$ cat config.mk
export PLATFORM = sky130hd
export DESIGN_NAME = car_sensor_capture
export DESIGN_NICKNAME = d
export VERILOG_FILES = /design/src/rtl/car_sensor_pkg.sv /design/src/rtl/car_sensor_debounce.sv /design/src/rtl/car_sensor_capture.sv
export SDC_FILE = /design/constraint.sdc
export NUM_CORES = 1
export LEC_CHECK = 0
export ABC_AREA = 0
export CAP_MARGIN = 20
export CORE_MARGIN = 2
export CORE_UTILIZATION = 55
export DETAILED_ROUTE_END_ITERATION = 10
export GPL_ROUTABILITY_DRIVEN = 0
export GPL_TIMING_DRIVEN = 1
export PLACE_DENSITY = 0.75
export SETUP_SLACK_MARGIN = 0.1
export SYNTH_ARGS = -nofsm -noshare
export SYNTH_HDL_FRONTEND = slang
export SYNTH_SLANG_ARGS = --single-unit
$ cat constraint.sdc
create_clock -name clk -period 10.6 [get_ports clk]
set_input_delay 1.59 -clock clk [delete_from_list [all_inputs] [get_ports clk]]
set_output_delay 1.59 -clock clk [all_outputs]
set_load 0.005 [all_outputs]
$ cat src/rtl/car_sensor_pkg.sv
// Shared constants for the car-sensor capture port: register map addresses and reset defaults.
package car_sensor_pkg;

  localparam int unsigned REG_WIDTH = 32;
  localparam int unsigned DB_RESET_DEFAULT = 100;
  localparam logic [REG_WIDTH-1:0] EVCNT_MAX = 32'hFFFF_FFFF;

  localparam logic [2:0] ADDR_LEVEL  = 3'd0;
  localparam logic [2:0] ADDR_RISE   = 3'd1;
  localparam logic [2:0] ADDR_FALL   = 3'd2;
  localparam logic [2:0] ADDR_MASK   = 3'd3;
  localparam logic [2:0] ADDR_CAP    = 3'd4;
  localparam logic [2:0] ADDR_THRESH = 3'd5;
  localparam logic [2:0] ADDR_TS     = 3'd6;
  localparam logic [2:0] ADDR_EVCNT  = 3'd7;

endpackage

$ cat src/rtl/car_sensor_debounce.sv
// One sensor channel: input synchroniser, debounce counter, debounced level and edge pulses.
module car_sensor_debounce #(
  parameter int unsigned SYNC_STAGES = 2,
  parameter int unsigned DB_WIDTH    = 16
) (
  input  logic                clk_i,
  input  logic                rst_i,
  input  logic                pin_i,
  input  logic [DB_WIDTH-1:0] thresh_i,
  input  logic                cnt_clr_i,
  output logic                level_o,
  output logic                rise_o,
  output logic                fall_o
);

  logic [SYNC_STAGES-1:0] sync_q;
  logic                   sync_s;
  logic [DB_WIDTH-1:0]    cnt_q, cnt_d;
  logic                   level_q, level_d, level_prev_q;

  assign sync_s = sync_q[SYNC_STAGES-1];

  always_comb begin
    cnt_d   = cnt_q;
    level_d = level_q;
    if (cnt_clr_i) begin
      cnt_d = '0;
    end else if (sync_s == level_q) begin
      cnt_d = '0;
    end else if (cnt_q == thresh_i) begin
      level_d = sync_s;
      cnt_d   = '0;
    end else begin
      cnt_d = cnt_q + DB_WIDTH'(1);
    end
  end

  always_ff @(posedge clk_i or posedge rst_i) begin
    if (rst_i) begin
      sync_q       <= '0;
      cnt_q        <= '0;
      level_q      <= 1'b0;
      level_prev_q <= 1'b0;
    end else begin
      sync_q       <= {sync_q[SYNC_STAGES-2:0], pin_i};
      cnt_q        <= cnt_d;
      level_q      <= level_d;
      level_prev_q <= level_q;
    end
  end

  assign level_o = level_q;
  assign rise_o  = level_q & ~level_prev_q;
  assign fall_o  = ~level_q & level_prev_q;

endmodule

$ cat src/rtl/car_sensor_capture.sv
// Car-sensor input port: per-channel debounce, W1C edge capture, masked IRQ, Avalon-MM slave.
// Define CAR_SENSOR_TIMESTAMP_EN to add a free-running counter latched on every captured event.
module car_sensor_capture
  import car_sensor_pkg::*;
#(
  parameter int unsigned WIDTH       = 8,
  parameter int unsigned SYNC_STAGES = 2,
  parameter int unsigned DB_WIDTH    = 16,
  parameter int unsigned DB_RESET    = DB_RESET_DEFAULT,
  parameter int unsigned TS_WIDTH    = 32
) (
  input  logic             clk,
  input  logic             reset,
  input  logic [2:0]       address,
  input  logic             chipselect,
  input  logic             write_n,
  input  logic [31:0]      writedata,
  output logic [31:0]      readdata,
  output logic             irq,
  input  logic [WIDTH-1:0] in_port,
  output logic [WIDTH-1:0] level_out
);

  logic                 wr_en;
  logic [WIDTH-1:0]     rise_en_q, fall_en_q, irq_mask_q;
  logic [WIDTH-1:0]     edge_cap_q, edge_cap_d;
  logic [DB_WIDTH-1:0]  db_thresh_q;
  logic [31:0]          evcnt_q, evcnt_d, readdata_q, readdata_d, ts_rd;
  logic [WIDTH-1:0]     level, rise, fall, new_edge, cap_clr;
  logic                 any_edge;
  logic                 unused_wdata;

  assign wr_en        = chipselect & ~write_n;
  assign unused_wdata = ^writedata;

  for (genvar i = 0; i < WIDTH; i++) begin : g_chan
    car_sensor_debounce #(
      .SYNC_STAGES(SYNC_STAGES),
      .DB_WIDTH   (DB_WIDTH)
    ) u_debounce (
      .clk_i    (clk),
      .rst_i    (reset),
      .pin_i    (in_port[i]),
      .thresh_i (db_thresh_q),
      .cnt_clr_i(wr_en && (address == ADDR_THRESH)),
      .level_o  (level[i]),
      .rise_o   (rise[i]),
      .fall_o   (fall[i])
    );
  end

  assign new_edge = (rise & rise_en_q) | (fall & fall_en_q);
  assign any_edge = |new_edge;
  assign cap_clr  = (wr_en && (address == ADDR_CAP)) ? writedata[WIDTH-1:0] : '0;

  always_comb begin
    // A new edge overrides a same-cycle clear so no event is lost.
    edge_cap_d = (edge_cap_q & ~cap_clr) | new_edge;
    evcnt_d    = evcnt_q;
    if (wr_en && (address == ADDR_EVCNT)) begin
      evcnt_d = any_edge ? 32'd1 : 32'd0;
    end else if (any_edge && (evcnt_q != EVCNT_MAX)) begin
      evcnt_d = evcnt_q + 32'd1;
    end
  end

`ifdef CAR_SENSOR_TIMESTAMP_EN
  logic [TS_WIDTH-1:0] ts_cnt_q, ts_q;

  always_ff @(posedge clk or posedge reset) begin
    if (reset) begin
      ts_cnt_q <= '0;
      ts_q     <= '0;
    end else begin
      ts_cnt_q <= ts_cnt_q + TS_WIDTH'(1);
      if (any_edge) ts_q <= ts_cnt_q;
    end
  end

  assign ts_rd = 32'(ts_q);
`else
  assign ts_rd = '0;
`endif

  always_comb begin
    readdata_d = '0;
    case (address)
      ADDR_LEVEL:  readdata_d = 32'(level);
      ADDR_RISE:   readdata_d = 32'(rise_en_q);
      ADDR_FALL:   readdata_d = 32'(fall_en_q);
      ADDR_MASK:   readdata_d = 32'(irq_mask_q);
      ADDR_CAP:    readdata_d = 32'(edge_cap_q);
      ADDR_THRESH: readdata_d = 32'(db_thresh_q);
      ADDR_TS:     readdata_d = ts_rd;
      ADDR_EVCNT:  readdata_d = evcnt_q;
      default:     readdata_d = '0;
    endcase
  end

  always_ff @(posedge clk or posedge reset) begin
    if (reset) begin
      rise_en_q   <= '0;
      fall_en_q   <= '0;
      irq_mask_q  <= '0;
      edge_cap_q  <= '0;
      db_thresh_q <= DB_WIDTH'(DB_RESET);
      evcnt_q     <= '0;
      readdata_q  <= '0;
    end else begin
      edge_cap_q <= edge_cap_d;
      evcnt_q    <= evcnt_d;
      readdata_q <= readdata_d;
      if (wr_en) begin
        case (address)
          ADDR_RISE:   rise_en_q   <= writedata[WIDTH-1:0];
          ADDR_FALL:   fall_en_q   <= writedata[WIDTH-1:0];
          ADDR_MASK:   irq_mask_q  <= writedata[WIDTH-1:0];
          ADDR_THRESH: db_thresh_q <= writedata[DB_WIDTH-1:0];
          default: ;
        endcase
      end
    end
  end

  assign readdata  = readdata_q;
  assign irq       = |(edge_cap_q & irq_mask_q);
  assign level_out = level;

endmodule

After elaboration in Yosys (flattened, before gate mapping)
Cells that the tools add are included.

cells by class
  $add $sub $neg = 9
  multipliers = 0
  divide/modulo/power cells = 0
  $lt $le $gt $ge = 0
  equality and inequality tests = 24
  shifts and indexed selects = 0
  multiplexer cells = 29
  bitwise operators = 50
  reduce and logical (&&, ||, !) cells = 20

operators with widths
  operator                                       count
  two-way mux 16 bit                             24
  one-hot mux 32 bit (8 select lines)            1
  adder 16 x 1 -> 16 bit, second input constant  8
  == test 16 bit                                 8
  two-way mux 32 bit                             2
  adder 32 x 1 -> 32 bit, second input constant  1
  AND 8 bit                                      4
  inequality test 32 bit, second input constant  1
  inverter 1 bit                                 26
  AND reduction 3 bit                            8
  AND 1 bit                                      17
  OR 8 bit                                       2
  OR reduction 8 bit                             2
  == test 3 bit, second input constant           4
  == test 1 bit                                  8
  two-way mux 8 bit                              1
  inverter 8 bit                                 1
  AND reduction 2 bit                            4
  == test 3 x 2 -> 1 bit, second input constant  2
  logical AND 1 bit                              4
  == test 3 x 1 -> 1 bit, second input constant  1
  logical NOT 3 bit                              1
  nonzero test 2 bit                             1
  two-way mux 1 bit                              1

word-level totals
  register bits = 272
  latch bits = 0
  bits in writable memories = 0
  memory bits (read-only) = 0
  input bits = 47
  output and inout port bits = 41
  word-level logic and storage cells = 171
  memories = 0

Logic depth before layout (Yosys ltp)
Gate-level depths: netlist of the first run.

  depth in word-level cells = 8
  mapped depth = 9
  gate-level depth less buffers = 8

Modules after synthesis
A second synthesis of the first run with hierarchy kept.

unflattened totals
  cell total of the unflattened synthesis = 1354
  area total of the unflattened synthesis = 13673.1 µm²

by module, submodules not included
  module               instances  cells each  area an instance (µm²)  sequential area each (µm²)
  car_sensor_debounce  8          105         1056.0                  500.5
  car_sensor_capture   1          514         5225.0                  2806.4

Worst setup path before layout of the first run
No wires, ideal clock.

  path type = in2reg
  from = input port address[2]
  to = register g_chan[4].u_debounce.cnt_q[11]
  arrival time = 2.919 ns
  path slack = 7.549 ns
  stages on the path = 7
  buffers on the path = 3
  cells stage by stage = clkbuf_1 nor2b_1 nand3_1 clkbuf_1 nand3_1 clkbuf_1 nor2_1

on the way
  cells in the longest elaborated chain, start to end = 3

RTL lines
  what                                      RTL line                   RTL
  start, declared                           car_sensor_capture.sv:14   input logic [2:0] address,
  == test 3 bit                             car_sensor_capture.sv:45   .cnt_clr_i(wr_en && (address == ADDR_THRESH)),
  logical AND 1 bit                         car_sensor_capture.sv:45
  two-way mux 16 bit                        car_sensor_debounce.sv:26  if (cnt_clr_i) begin
  named net g_chan[4].u_debounce.cnt_d[11]  car_sensor_debounce.sv:18  logic [DB_WIDTH-1:0] cnt_q, cnt_d;
  end signal, assigned                      car_sensor_debounce.sv:46  cnt_q <= cnt_d;
  end, declared                             car_sensor_debounce.sv:18

The timed path passes the listed nets, and every way through them passes these cells.
A chain may end at the register's enable or synchronous reset.

Worst setup path after layout of the first run
  from = input port address[1]
  to = register edge_cap_q[4]

on the way
  cells in the longest elaborated chain, start to end = 6

RTL lines
  what                     RTL line                   RTL
  == test 3 bit            car_sensor_capture.sv:54   assign cap_clr = (wr_en && (address == ADDR_CAP)) ? writedata[WIDTH-1:0] : '0;
  logical AND 1 bit        car_sensor_capture.sv:54
  two-way mux 8 bit        car_sensor_capture.sv:54
  inverter 8 bit           car_sensor_capture.sv:58   edge_cap_d = (edge_cap_q & ~cap_clr) | new_edge;
  AND 8 bit                car_sensor_capture.sv:58
  OR 8 bit                 car_sensor_capture.sv:58
  named net edge_cap_d[4]  car_sensor_capture.sv:26   logic [WIDTH-1:0] edge_cap_q, edge_cap_d;
  end signal, assigned     car_sensor_capture.sv:110  edge_cap_q <= edge_cap_d;
  end, declared            car_sensor_capture.sv:26

The timed path passes the listed nets, and every way through them passes these cells.

==> impl_metrics.tcl, run 1 <==
set metrics [dict create \
    final_cells 1742 \
    cp.required_ns 11.05 \
    setup_viol 0 \
    yosys_warnings 0 \
    cts.path.max_buffers 3 \
    cts_tree "yes" \
    maxCapViolCount 0 \
    cts-buffers-inserted 29 \
    slowest_delay_ns 0.94 \
    clk_pin_slew_ns 0.06 \
    ys_ff_latch 272 \
    power.density_nw_per_um2 206.1 \
    crit_buf_inv 3 \
    dp_slack_ns 6.370 \
    coreArea_um2 24180 \
    critPathMostFrequentCell "nand2_1" \
    hpwl_um 20120 \
    dp.cells 1686 \
    finalWorstSetupSlack_ns 7.004 \
    utilization_pct 63.96 \
    crit_family "simple AND/OR/NAND/NOR gates" \
    finish.net_count 1451 \
    finalSetupTns_ns 0 \
    crit_fanout 22 \
    synthCells 1353 \
    final.fill_count 1904 \
    irDropWorstVdd_mv 0.1256 \
    synth.avg_cell_area_um2 9.956 \
    synth_nets 1409 \
    run_status "complete, no violations" \
    die_w_um 160.5 \
    grt_max_degree 133 \
    post-synth-top-count-cell "dfrtp_1" \
    wirelength_um 31510 \
    die_area_um2 25760 \
    synth-edff-count 0 \
    grt_pass1_vias 9786 \
    grt_pass1_wl_um 51580 \
    synth_top_cells_by_count "dfrtp_1 (269), xor2_1 (222), nor2_1 (205), nand2_1 (122), nand3_1 (90)" \
    cts.sinks 272 \
    placed_area_um2 14360 \
    slew_violations 0 \
    fin_area_um2 15460 \
    synth-seq-area-share_pct 50.56 \
    num_vias 9780 \
    timing.final.crit_share_pct 33.92 \
    fin_skew_ns 0.02066 \
    drc 0 \
    yosysTopAreaCell "dfrtp_1" \
    crit_chain "clkdlybuf4s50_1 -> buf_4 -> inv_1 -> nand2_1 -> nor3b_1 -> nand2_1 -> a21o_1" \
    post_drt_wl_per_cell_um 18.09 \
    start_kind "input pin" \
    cts_setup_buffers 0 \
    syn_area_um2 13470 \
    worstSetupEndpointType "flip-flop" \
    hold_start "g_chan[2].u_debounce.sync_q[0]$_DFF_PP0_" \
    via_per_inst 5.614 \
    crit_start "address[1]" \
    clock_latency_ns 0.56 \
    n_antenna_cell 0 \
    synthTopCellsByArea "dfrtp_1 (50%), xor2_1 (14%), nor2_1 (5.7%)" \
    cts.repair.resized 0 \
    synth_top_area_share_pct 49.97 \
    final-hold-violation-count 0 \
    io_pins 88 \
    rsz0062_at_grt "false" \
    crit_slowest_cell "nor3b_1" \
    initial_core_util_pct 55.72 \
    async_flop_share_pct 100.0 \
    io_buffers 71 \
    cts-root-buf "clkbuf_16" \
    grt_usage_pct 24.94 \
    worst_pin_slew_ns 1.124 \
    synth_flop_cell "dfrtp_1" \
    htreeDepth 1 \
    drt_iter0_drc 699 \
    firstDrtPassIters 5 \
    slew_headroom_pct 24.92 \
    fmax_mhz 278.1 \
    leakage_nw 7.238 \
    hp-class "flip-flop to flip-flop" \
    ant_nets 0 \
    drive_above_1_share_pct 7.616 \
    antenna_found_initial 0 \
    crit_type "input pin to flip-flop" \
    yosys.cell_types.count 49 \
    rows 57 \
    grt-ovfl-total 0 \
    syn2layout_area_growth_pct 14.80 \
    fin_crit_ns 3.596 \
    ctsHoldBuffers 0 \
    crit_arrival_ns 4.04 \
    die_h_um 160.5 \
    regToRegStartpoint "g_chan[0].u_debounce.level_o$_DFFE_PP0P_" \
]
==> cells by family after synthesis <==
group                    after synthesis  share of synthesized area, %
AND/OR/NAND/NOR                      587                         20.89
flip-flops                           272                         50.56
XOR/XNOR                             265                         17.23
buffers and inverters                 87                         2.656
AO/OA/AOI/OAI                         80                         3.585
multiplexers                          53                         4.245
adder cells (fa/ha/maj)                9                        0.8360
==> path summary, 6_finish.rpt <==
kind	to	slack, ns	cells after the start
max in group asynchronous	evcnt_q[14]$_DFFE_PP0P_	7.66	3
setup reg to reg	evcnt_q[31]$_DFFE_PP0P_	7.70	7
min in group asynchronous	fall_en_q[7]$_DFFE_PP0P_	1.64	2
hold / removal	g_chan[2].u_debounce.sync_q[1]$_DFF_PP0_	0.35	0
hold reg to reg	g_chan[2].u_debounce.sync_q[1]$_DFF_PP0_	0.35	0
setup / recovery	edge_cap_q[4]$_DFF_PP0_	7.00	7
==> layout by cell type, fill, tap and decap left out, types with 3 or more instances in the layout <==
cell,n
and2_1,22
nor2b_1,4
inv_1,17
mux2_2,33
nor4_1,34
clkinv_2,8
a22oi_1,5
nand3_1,90
nor3_1,3
nand3b_1,8
dfrtp_1,269
dfstp_2,3
xor2_1,222
nand2_1,122
o22a_1,5
and3_1,32
nand4_1,33
nor4b_1,4
clkbuf_16,29
clkbuf_8,4
clkbuf_1,4
bufinv_16,6
buf_4,7
ha_1,9
nand2b_1,3
mux2i_1,20
a21oi_1,23
a21o_1,8
o21ai_0,28
xnor2_1,43
nor2_1,204
or3_1,12
and3_2,4
clkdlybuf4s50_1,71
==> layer usage <==
| metal | part of all wire [%] | global-route usage, % | wire length [µm] | up-vias |
|---|---|---|---|---|
| met1 | 43 | 33.44 | 13620 | 4830 |
| met2 | 48 | 41.32 | 15220 | 270 |
| met5 | 0 | 0 | 0 | - |
| li1 | - | - | - | 4609 |
| met3 | 5.1 | 3.771 | 1603 | 71 |
| met4 | 3.4 | 9.541 | 1063 | 0 |
==> flip-flops by register name, summed over array words and instances, names as in the netlist, 16 cells and up <==
name	count
db_thresh_q	16
g_chan.u_debounce.cnt_q	128
readdata	32
g_chan.u_debounce.sync_q	16
evcnt_q	32
==> through the flow <==
step | hold WS (ns) | power, mW
after floorplan | 0.3312 | 1.853
after global placement | 0.3338 | 2.066
after detailed placement | 0.3363 | 2.091
after CTS | 0.3499 | 3.201
after global routing | 0.3508 | 3.338
final | 0.3482 | 3.187
==> final cells by class <==
type,instances,area [µm²],area share [%]
Clock buffer,37,795.8,5.146
Timing Repair Buffer,80,818.3,5.292
Inverter,18,75.07,0.4855
Multi-Input combinational cell,994,6305,40.77
Sequential cell,272,6810,44.04
Clock inverter,17,254.0,1.643
Tap cell,324,405.4,2.622
==> report_power, final <==
part           switching (mW)  internal, mW
clock network           0.426         0.678
logic                   0.337         0.284
registers               0.270          1.19
total                    1.03          2.15
No activity file was read; power rests on OpenSTA's default activity.
==> run 2: changes to the inputs <==
--- a/config.mk
+++ b/config.mk
@@ -8,11 +8,11 @@
 export ABC_AREA = 0
 export CAP_MARGIN = 20
 export CORE_MARGIN = 2
-export CORE_UTILIZATION = 55
+export CORE_UTILIZATION = 54
 export DETAILED_ROUTE_END_ITERATION = 10
 export GPL_ROUTABILITY_DRIVEN = 0
 export GPL_TIMING_DRIVEN = 1
-export PLACE_DENSITY = 0.75
+export PLACE_DENSITY = 0.77
 export SETUP_SLACK_MARGIN = 0.1
 export SYNTH_ARGS = -nofsm -noshare
 export SYNTH_HDL_FRONTEND = slang
==> constraint.sdc (replaced) <==
create_clock -name clk -period 3 [get_ports clk]
set_input_delay 0.45 -clock clk [delete_from_list [all_inputs] [get_ports clk]]
set_output_delay 0.45 -clock clk [all_outputs]
set_load 0.005 [all_outputs]
==> run 2 against run 1 <==
Critical path depth up 1; via count up 2.1%; critical path type is now flip-flop to flip-flop; design area up 0.66%; non-clock buffer count up 27; clock power rose to 3.3 times the previous value.
==> impl_metrics.tcl, run 2 (same netlist as run 1, synthesis figures left out) <==
set metrics [dict create \
    crit_type "flip-flop to flip-flop" \
    final.fill_count 1931 \
    grt_max_degree 116 \
    grt_usage_pct 24.56 \
    cts-root-buf "clkbuf_16" \
    grt_pass1_wl_um 51290 \
    finish.net_count 1479 \
    n_antenna_cell 0 \
    final-hold-violation-count 0 \
    power.density_nw_per_um2 714.7 \
    ant_nets 0 \
    htreeDepth 1 \
    irDropWorstVdd_mv 0.5397 \
    cts-buffers-inserted 30 \
    drive_above_1_share_pct 9.129 \
    slew_headroom_pct 45.15 \
    rows 57 \
    ff2ff_setup_slack_ns 0.57 \
    cts_setup_buffers 0 \
    regMostFlops "g_chan.u_debounce.cnt_q" \
    layout_common_cells "dfrtp_1 (269), xor2_1 (222), nor2_1 (204), nand2_1 (122), nand3_1 (90)" \
    slowest_delay_ns 0.48 \
    syn2layout_area_growth_pct 15.55 \
    holdWs_ns 0.3289 \
    clk_pin_slew_ns 0.07 \
    fin_skew_ns 0.01247 \
    worstSetupEndpointType "flip-flop" \
    fin_crit_ns 2.428 \
    grt-ovfl-total 0 \
    drc 0 \
    post_drt_wl_per_cell_um 18.00 \
    maxCapViolCount 0 \
    die_area_um2 26220 \
    fin_area_um2 15560 \
    layout_commonest_cell "dfrtp_1" \
    run_status "complete, no violations" \
    cts.sinks 272 \
    start_kind "flip-flop" \
    slew_violations 0 \
    hpwl_um 21270 \
    via_per_inst 5.644 \
    drt_iter0_drc 715 \
    crit_buf_inv 1 \
    cts.repair.resized 0 \
    io_buffers 71 \
    grt_pass1_vias 9811 \
    regToRegStartpoint "g_chan[5].u_debounce.level_o$_DFFE_PP0P_" \
    die_w_um 161.9 \
    die_h_um 161.9 \
    placed_area_um2 14600 \
    coreArea_um2 24390 \
    crit_slowest_cell "dfrtp_1" \
    hold_start "in_port[6]" \
    wirelength_um 31860 \
    utilization_pct 63.81 \
    setup_viol 0 \
    ctsHoldBuffers 0 \
    crit_chain "nand2_1 -> o21ai_0 -> nor4_1 -> nand2_1 -> buf_4 -> nand3_1 -> or3_1 -> a21oi_1" \
    finalWorstSetupSlack_ns 0.5721 \
    crit_arrival_ns 2.90 \
    cp.required_ns 3.47 \
    finalPower_mw 11.12 \
    cts_tree "yes" \
    critPathMostFrequentCell "nand2_1" \
    crit_fanout 13 \
    clock_latency_ns 0.55 \
    cts.path.max_buffers 3 \
    crit_start "g_chan[5].u_debounce.level_o$_DFFE_PP0P_" \
    largest_reg_flops 128 \
    leakage_nw 7.325 \
    worst_pin_slew_ns 0.8228 \
    rsz0062_at_grt "false" \
    io_pins 88 \
    hp-class "input pin to flip-flop" \
    num_vias 9989 \
    antenna_found_initial 0 \
    crit_family "simple AND/OR/NAND/NOR gates" \
    dp_slack_ns 0.4741 \
    fmax_mhz 411.9 \
    firstDrtPassIters 5 \
    timing.final.crit_share_pct 80.93 \
    initial_core_util_pct 55.23 \
]
run 2: cell types whose count changed in the layout (fill, tap and decap cells not counted), moves of 2 or more:
cell,delta
buf_12,+2
buf_16,-2
buf_4,+27
bufinv_16,-5
clkbuf_1,+4
clkbuf_16,+2
clkbuf_8,+2
run 2: where the power goes:
part	internal (mW)	switching, mW
sequential	4.22	0.810
combinational	1.13	1.39
clock	2.12	1.46
run 2: through the flow:
stage                     instances  setup TNS (ns)
final                          1770               0
after global routing           1770               0
after CTS                      1770               0
after detailed placement       1715               0
after global placement         1715               0
after floorplan                1353         -280.82
run 2: final timing paths:
path	end	cells past startpoint
max in group asynchronous	readdata[19]$_DFF_PP0_	4
worst min-delay path	g_chan[6].u_debounce.sync_q[0]$_DFF_PP0_	1
worst max register to register	evcnt_q[19]$_DFFE_PP0P_	8
worst max-delay path	evcnt_q[19]$_DFFE_PP0P_	8
min in group asynchronous	rise_en_q[5]$_DFFE_PP0P_	3
worst min register to register	g_chan[0].u_debounce.sync_q[1]$_DFF_PP0_	0
run 2: cell type report:
cell class | count | area, µm² | area share [%]
Sequential cell | 272 | 6810 | 43.75
Multi-Input combinational cell | 994 | 6305 | 40.51
Timing Repair Buffer | 107 | 1006 | 6.463
Clock buffer | 45 | 888.4 | 5.707
Tap cell | 324 | 405.4 | 2.605
Clock inverter | 10 | 78.83 | 0.5064
Inverter | 18 | 71.32 | 0.4582
run 2: per-layer routing:
layer	vias up	routed length [µm]	global-route usage (%)
li1	4661	-	-
met5	-	0	0
met2	337	14560	38.97
met4	0	1233	9.855
met3	86	2239	4.188
met1	4905	13830	33.86
run 2: worst register-to-register path: cells and delay by family (launching register included):
family                 cells  cell delay (ns)
AOI/OAI and AO/OA          2             0.55
buffers and inverters      1             0.26
DFF                        1             0.48
and+or+nand+nor            5             1.06
